===== src/rtl/spiker_result_capture.sv =====
// Result capture for the spiker core: an N_BUF-deep circular buffer of result frames,
// with word-addressed readout of the oldest frame, accept/overflow counters and a done pulse.
module spiker_result_capture #(
    parameter  int WIDTH      = 32,
    parameter  int N_REG      = 24,
    parameter  int DATA_WIDTH = WIDTH * N_REG,
    parameter  int N_BUF      = 2,
    parameter  int CNT_W      = 16,
    localparam int IDX_W      = (N_REG > 1) ? $clog2(N_REG) : 1,
    localparam int LVL_W      = $clog2(N_BUF + 1)
) (
    input  logic                  clk_i,
    input  logic                  rst_ni,
    input  logic                  clear_i,
    input  logic [DATA_WIDTH-1:0] data_i,
    input  logic                  valid_i,
    output logic                  ready_o,
    input  logic [IDX_W-1:0]      rd_idx_i,
    output logic [WIDTH-1:0]      rd_data_o,
    output logic                  rd_valid_o,
    input  logic                  release_i,
    output logic [LVL_W-1:0]      level_o,
    output logic                  done_irq_o,
    output logic [CNT_W-1:0]      frame_cnt_o,
    output logic [CNT_W-1:0]      ovf_cnt_o
);

    localparam int PTR_W = (N_BUF > 1) ? $clog2(N_BUF) : 1;

    if (DATA_WIDTH != WIDTH * N_REG) begin : g_bad_data_width
        $error("spiker_result_capture: DATA_WIDTH must equal WIDTH*N_REG");
    end
    if (N_BUF < 1 || N_BUF > 8) begin : g_bad_n_buf
        $error("spiker_result_capture: N_BUF must be in 1..8");
    end

    typedef logic [N_REG-1:0][WIDTH-1:0] frame_t;

    frame_t           mem_q [N_BUF];
    logic [PTR_W-1:0] wp_q, wp_d, rp_q, rp_d;
    logic [LVL_W-1:0] level_q, level_d;
    logic [CNT_W-1:0] frame_cnt_q, frame_cnt_d, ovf_cnt_q, ovf_cnt_d;
    logic             done_irq_q, done_irq_d;
    logic             accept, release_ok, drop;

    function automatic logic [PTR_W-1:0] ptr_inc(input logic [PTR_W-1:0] p);
        return (p == PTR_W'(N_BUF - 1)) ? '0 : p + 1'b1;
    endfunction

    // Handshake depends only on registered state, so ready_o never combinationally follows valid_i.
    assign ready_o    = (level_q != LVL_W'(N_BUF));
    assign rd_valid_o = (level_q != '0);
    assign accept     = valid_i && ready_o;
    assign release_ok = release_i && rd_valid_o;
    assign drop       = valid_i && !ready_o;

    assign level_o     = level_q;
    assign done_irq_o  = done_irq_q;
    assign frame_cnt_o = frame_cnt_q;
    assign ovf_cnt_o   = ovf_cnt_q;

    always_comb begin
        rd_data_o = '0;
        if (rd_valid_o && int'(rd_idx_i) < N_REG) begin
            rd_data_o = mem_q[rp_q][rd_idx_i];
        end
    end

    // NOTE: every next-state signal gets its hold value first, so no path can infer a latch.
    always_comb begin
        wp_d        = wp_q;
        rp_d        = rp_q;
        level_d     = level_q;
        frame_cnt_d = frame_cnt_q;
        ovf_cnt_d   = ovf_cnt_q;
        done_irq_d  = 1'b0;
        if (clear_i) begin
            wp_d        = '0;
            rp_d        = '0;
            level_d     = '0;
            frame_cnt_d = '0;
            ovf_cnt_d   = '0;
        end else begin
            done_irq_d = accept;
            if (accept) begin
                wp_d        = ptr_inc(wp_q);
                frame_cnt_d = frame_cnt_q + 1'b1;
            end
            if (release_ok) begin
                rp_d = ptr_inc(rp_q);
            end
            if (accept && !release_ok) begin
                level_d = level_q + 1'b1;
            end else if (!accept && release_ok) begin
                level_d = level_q - 1'b1;
            end
            if (drop && ovf_cnt_q != '1) begin
                ovf_cnt_d = ovf_cnt_q + 1'b1;
            end
        end
    end

    // NOTE: state registers use non-blocking assignments so every flop samples pre-edge values.
    always_ff @(posedge clk_i or negedge rst_ni) begin
        if (!rst_ni) begin
            wp_q        <= '0;
            rp_q        <= '0;
            level_q     <= '0;
            frame_cnt_q <= '0;
            ovf_cnt_q   <= '0;
            done_irq_q  <= 1'b0;
        end else begin
            wp_q        <= wp_d;
            rp_q        <= rp_d;
            level_q     <= level_d;
            frame_cnt_q <= frame_cnt_d;
            ovf_cnt_q   <= ovf_cnt_d;
            done_irq_q  <= done_irq_d;
        end
    end

    // NOTE: the frame store is deliberately reset so stale results never survive a reset.
    always_ff @(posedge clk_i or negedge rst_ni) begin
        if (!rst_ni) begin
            for (int b = 0; b < N_BUF; b++) begin
                mem_q[b] <= '0;
            end
        end else if (accept && !clear_i) begin
            mem_q[wp_q] <= data_i;
        end
    end

endmodule

===== config.mk =====
export PLATFORM = sky130hd
export DESIGN_NAME = spiker_result_capture
export DESIGN_NICKNAME = d
export VERILOG_FILES = /design/src/rtl/spiker_result_capture.sv
export SDC_FILE = /design/constraint.sdc
export NUM_CORES = 2
export LEC_CHECK = 0
export CORE_MARGIN = 1.5
export CORE_UTILIZATION = 56
export CTS_CLUSTER_SIZE = 10
export DETAILED_ROUTE_END_ITERATION = 10
export PLACE_DENSITY = 0.8
export SYNTH_ARGS = -nofsm -noshare
export SYNTH_HDL_FRONTEND = slang
export SYNTH_SLANG_ARGS = --single-unit

===== constraint.sdc =====
create_clock -name clk_i -period 3 [get_ports clk_i]
set_input_delay 0.6 -clock clk_i [delete_from_list [all_inputs] [get_ports clk_i]]
set_output_delay 0.6 -clock clk_i [all_outputs]
set_load 0.02 [all_outputs]

Yosys cells after proc, flatten, opt, wreduce, memory -nomap -nowiden
Cells that the tools add are included.
- word-level logic and storage cells: 110
- output and inout port bits: 69
- register bits after elaboration: 1573
- input bits: 778
- $lt $le $gt $ge: 5
- add/sub/neg operators: 6
- reduce and logical (&&, ||, !) cells: 18
- bitwise logic cells: 2
- equality and inequality tests: 2
- mux-type cells: 23
- operators by type and width (operator ; count):
    768-bit two-way mux ; 4
    1536-bit bitwise mux ; 1
    768-bit demux with 1-bit select ; 1
    32-bit binary-select mux with 5-bit select ; 1
    16-bit two-way mux ; 4
    32-bit two-way mux ; 2
    16-bit by 1-bit adder with 16-bit output (second input constant) ; 2
    16-bit != test (second input constant) ; 1
    1-bit logical AND ; 9
    2-bit nonzero test ; 4
    1-bit two-way mux ; 7
    5-bit by 6-bit less-than comparator with 1-bit output (second input constant) ; 1
    2-bit two-way mux ; 3
    5-bit less-than comparator (second input constant) ; 1
    2-bit greater-or-equal comparator (second input constant) ; 2
    1-bit logical NOT ; 4
    1-bit NOT with 2-bit output ; 2
    3-bit nonzero test ; 1
    1-bit adder (second input constant) ; 2
    2-bit by 1-bit adder with 2-bit output (second input constant) ; 1
    2-bit by 1-bit less-than comparator with 1-bit output (second input constant) ; 1
    2-bit != test (second input constant) ; 1
    2-bit by 1-bit subtractor with 2-bit output (second input constant) ; 1

Depth between registers and ports, before layout
- depth after elaboration: 7
- depth in mapped cells: 10
- gate-level depth less buffers: 6

Worst setup path after synthesis
OpenSTA, ideal clock, no wires.
- path kind: input to output
- start: in rd_idx_i[1]
- end: out rd_data_o[10]
- required time: 2.400 ns
- stages on the path: 8
- setup slack: 0.129 ns
- path buffers: 4
- arrival time: 2.271 ns
- path through: buf_2 buf_2 inv_2 buf_1 clkbuf_1 nand2_1 a32o_1 o22ai_1
- longest elaborated chain between the ends: 3
- elaborated cells between the ends (all ways): 5
- those cells by class: order compare: 1; mux: 3; reduce/logical: 1
- RTL lines (item ; RTL line ; text):
    start, declared ; 18 ; input logic [IDX_W-1:0] rd_idx_i,
    32-bit binary-select mux with 5-bit select / 5-bit less-than comparator (equally long branches) ; 65, 64 ;
    32-bit two-way mux (not written as such) / 1-bit logical AND (equally long branches) ; 65, 64 ;
    32-bit two-way mux * ; 64 ; if (rd_valid_o && int'(rd_idx_i) < N_REG) begin
    end, declared ; 19 ; output logic [WIDTH-1:0] rd_data_o,
Every way passes the cells marked *; elsewhere a longest branch is shown, timed or not. The select of a mux whose other input is x is not followed.

Final worst setup path
- start: reg rp_q
- end: out rd_data_o[30]
- longest elaborated chain between the ends: 7
- RTL lines (item ; RTL line ; text):
    start, declared ; 40 ; logic [PTR_W-1:0] wp_q, wp_d, rp_q, rp_d;
    start signal, assigned ; 114 ; rp_q <= rp_d;
    1-bit NOT with 2-bit output (not written as such) ; 65 ; rd_data_o = mem_q[rp_q][rd_idx_i];
    768-bit two-way mux (not written as such) (3 in a row) ; 65 ;
    32-bit binary-select mux with 5-bit select ; 65 ;
    32-bit two-way mux (not written as such) ; 65 ;
    32-bit two-way mux ; 64 ;
Every way passes these cells. The select of a mux whose other input is x is not followed.

==> metrics.yaml <==
placement:
  dp_cells: 6997
  place.detailed.hpwl_mm: 169.0
  pre_cts_ws_ps: -1092
  finalWeightedCongestion: 0.9476
  port_buffers: 846
  placed_cell_area_mm2: 0.08415
critical_path:
  worstReg2RegEnd: "mem_q[1208]"
  worstPathRequired_ps: 2400
  cp-end-kind: "output port"
  worst-r2r-setup-slack_ps: 590
  ff2ff_path_depth: 8
  crit_chain: "buf_4 > buf_16 > buf_16 > mux4_2 > nand2b_4 > a221oi_4 > buf_4 > o22ai_4 > buf_4"
  worstSetupStartpoint: "rp_q"
  startpoint_type: "register"
  cp_data_arrival_time_ps: 3430
  cp-endpoint: "rd_data_o[30]"
  cp_max_fo: 12
  max_stage_delay_ps: 550
  critPathKind: "reg2out"
  r2r_start: "level_o[1]"
  path_common_cell: "buf_4"
  slowest_stage: "mux4_2"
power_and_ir_drop:
  irDropWorstVdd_mv: 0.5453
  totalPowerFinal_mw: 65.98
  power.density_mw_per_mm2: 720.0
  p_leak_nw: 37.94
floorplan:
  dieArea_mm2: 0.1298
  pin_count: 847
  core-area_mm2: 0.1261
  rows: 130
  start_util_pct: 56.71
  dieHeight_um: 360.3
  die_w_um: 360.3
yosys:
  synth_top_area_share_pct: 55.07
  synth-seq-cells: 1573
  syn_area_per_cell_um2: 16.20
  yosysTopAreaCell: "dfrtp_1"
  synthesis.nets: 5193
  synthTopCellsByCount: "dfrtp_1, mux2_2, mux4_2, nand2_1, mux2i_1"
  synthTopCellsByArea: "dfrtp_1, mux2_2, mux4_2"
  synth_ff_type: "dfrtp_1"
  synth.distinct_cells: 56
  yosysSeqAreaShare_pct: 55.07
  syn_area_mm2: 0.07148
  async_flop_share_pct: 100.0
  yosys_warnings: 0
  synth_edf_count: 0
  syn_inst: 4413
  synth.most_common_cell: "dfrtp_1"
routing:
  drc: 0
  drtIter0Drc: 4076
  drt_wl_total_mm: 228.4
  wl_per_cell_um: 31.03
  vias_per_cell: 6.306
  dr.pass1.iters: 5
  ant_nets: 0
  vias: 46410
clock_tree:
  cts_buffers: 178
  clockBufferDepth: 3
  tritoncts: "built"
  root_buffer: "clkbuf_16"
  clk-insertion-delay-late_ps: 820
  numClockSinks: 1573
  htree_num_levels: 4
  path_clk_slew_ps: 60
sta:
  hold_viol: 0
  rsz0062_at_grt: "true"
  setup_viol: 32
  finalClockSkew_ps: 18.28
  fin_ws_ps: -1028
  max_clock_freq_ghz: 0.2483
  relSlewSlack_pct: 40.31
  fin_hold_ws_ps: 349.0
  period_share_pct: 134.3
  maxSlewViolCount: 0
  finalCriticalPeriod_ps: 4028
  tightest_slew_ps: 895.4
finish:
  final_nets: 6384
  layout-drive-gt1-share_pct: 48.59
  final_cell_area_mm2: 0.09164
  final_cell_count_no_fill: 7359
  syn_to_final_growth_pct: 28.20
global_routing:
  grt_pass1_wl_mm: 333.8
  overflow: 0
  grt.total_usage_pct: 35.25
  antenna_found_initial: 98
  grt_max_degree: 117
  grt_pass1_vias: 49310
outcome:
  run_status: "complete, but fails checks"
  violations: "negative setup slack"
run:
  maxCapViolations: 0
worst_hold_path:
  min_path_type: "in2async"
==> cells in the final DEF, fill, tap and decap left out, types with 8 or more instances in the layout <==
cell	netlist	layout
o21ai_0	8	8
buf_4	71	303
xnor2_1	14	14
clkdlybuf4s50_1	0	809
nand2_2	1	13
nand2_1	104	86
inv_16	0	9
mux2_1	58	58
clkinv_4	0	18
buf_8	1	13
a32o_1	16	12
clkbuf_16	0	183
mux2_2	1508	1502
mux2i_1	96	88
mux4_2	374	374
a22oi_1	14	14
buf_12	0	114
dfrtp_1	1573	1572
o22ai_4	0	29
clkbuf_1	54	20
a21oi_1	20	19
diode_2	0	66
a211o_1	18	10
nand3_1	14	13
a211o_4	0	8
a22o_1	9	9
nand4_1	9	9
o22ai_2	0	12
buf_6	83	70
a211oi_1	10	10
o22ai_1	64	23
nor2b_1	15	12
buf_16	0	13
nor2_1	39	37
==> power by group <==
part           total, mW  internal, mW  switching, mW
registers           30.4          27.2           3.25
logic               16.1          9.57           6.56
clock network       19.4          10.9           8.47
total               66.0          47.7           18.3
==> final cells by class <==
class	instances	area (µm²)
fillers	7644	34420
repair buffers	1328	14150
inverters	40	259.0
clock inverters	14	264.0
clock buffers	205	4648
multi-input cells	2483	30730
flip-flops and latches	1573	39370
diodes	66	165.2
well taps	1650	2064
==> worst min path at each step <==
stage	start	end	slack [ps]	depth (start not counted)
2_1_floorplan	rst_ni	done_irq_o	300	0
3_3_place_gp	mem_q[633]	mem_q[633]	470	1
3_5_place_dp	mem_q[604]	mem_q[604]	480	1
4_1_cts	data_i[633]	mem_q[633]	360	2
5_1_grt	data_i[633]	mem_q[633]	380	2
6_report	rst_ni	mem_q[433]	350	2
==> routing by layer <==
| layer | wire length [µm] | track usage, % | up-vias | part of all wire (%) |
|---|---|---|---|---|
| li1 | - | - | 18980 | - |
| met1 | 87650 | 46.09 | 24810 | 38 |
| met2 | 108100 | 54.01 | 2023 | 47 |
| met3 | 19680 | 9.147 | 528 | 8.6 |
| met4 | 12540 | 19.67 | 66 | 5.5 |
| met5 | 408 | 0 | - | 0.18 |
==> repair_timing <==
| action | in CTS | in global routing |
|---|---|---|
| hold buffers | 1 | 0 |
| gates resized for setup | 315 | 102 |
| pin swaps | 32 | 39 |
| cloned | 9 | 3 |
| buffers inserted | 54 | 25 |
| hold endpoints to repair | 44 | 0 |
| endpoints found under the setup margin | 33 | 32 |
==> registers in the layout, summed over array words and instances (netlist names) <==
| name | cells |
|---|---|
| done_irq_o | 1 |
| wp_q | 1 |
| ovf_cnt_o | 16 |
| rp_q | 1 |
| frame_cnt_o | 16 |
| level_o | 2 |
| mem_q | 1536 |
==> metrics by stage <==
| step | TNS, ps | utilization (%) |
|---|---|---|
| after floorplan | 0 | - |
| after global placement | -18570 | 66.75 |
| after detailed placement | -18880 | 66.75 |
| after CTS | -31350 | 72.10 |
| after global routing | -31310 | 72.68 |
| final | -29680 | 72.70 |
==> cells by family after synthesis <==
logic type	count (synthesis)	synth area share, %
AO/OA/AOI/OAI	202	2.104
XOR/XNOR	21	0.2573
adder cells (fa/ha/maj)	2	0.03500
buffers and inverters	357	3.298
flip-flops	1573	55.07
multiplexers	2036	37.80
AND/OR/NAND/NOR	222	1.444
==> worst max-delay path: cells and delay by family, from the launching register on <==
family / cells / cell delay [ps]
DFF: 1 / 510
AOI/OAI and AO/OA: 2 / 500
and+or+nand+nor: 1 / 190
muxes: 1 / 550
buffers and inverters: 5 / 840
(Power assumes the default switching activity.)
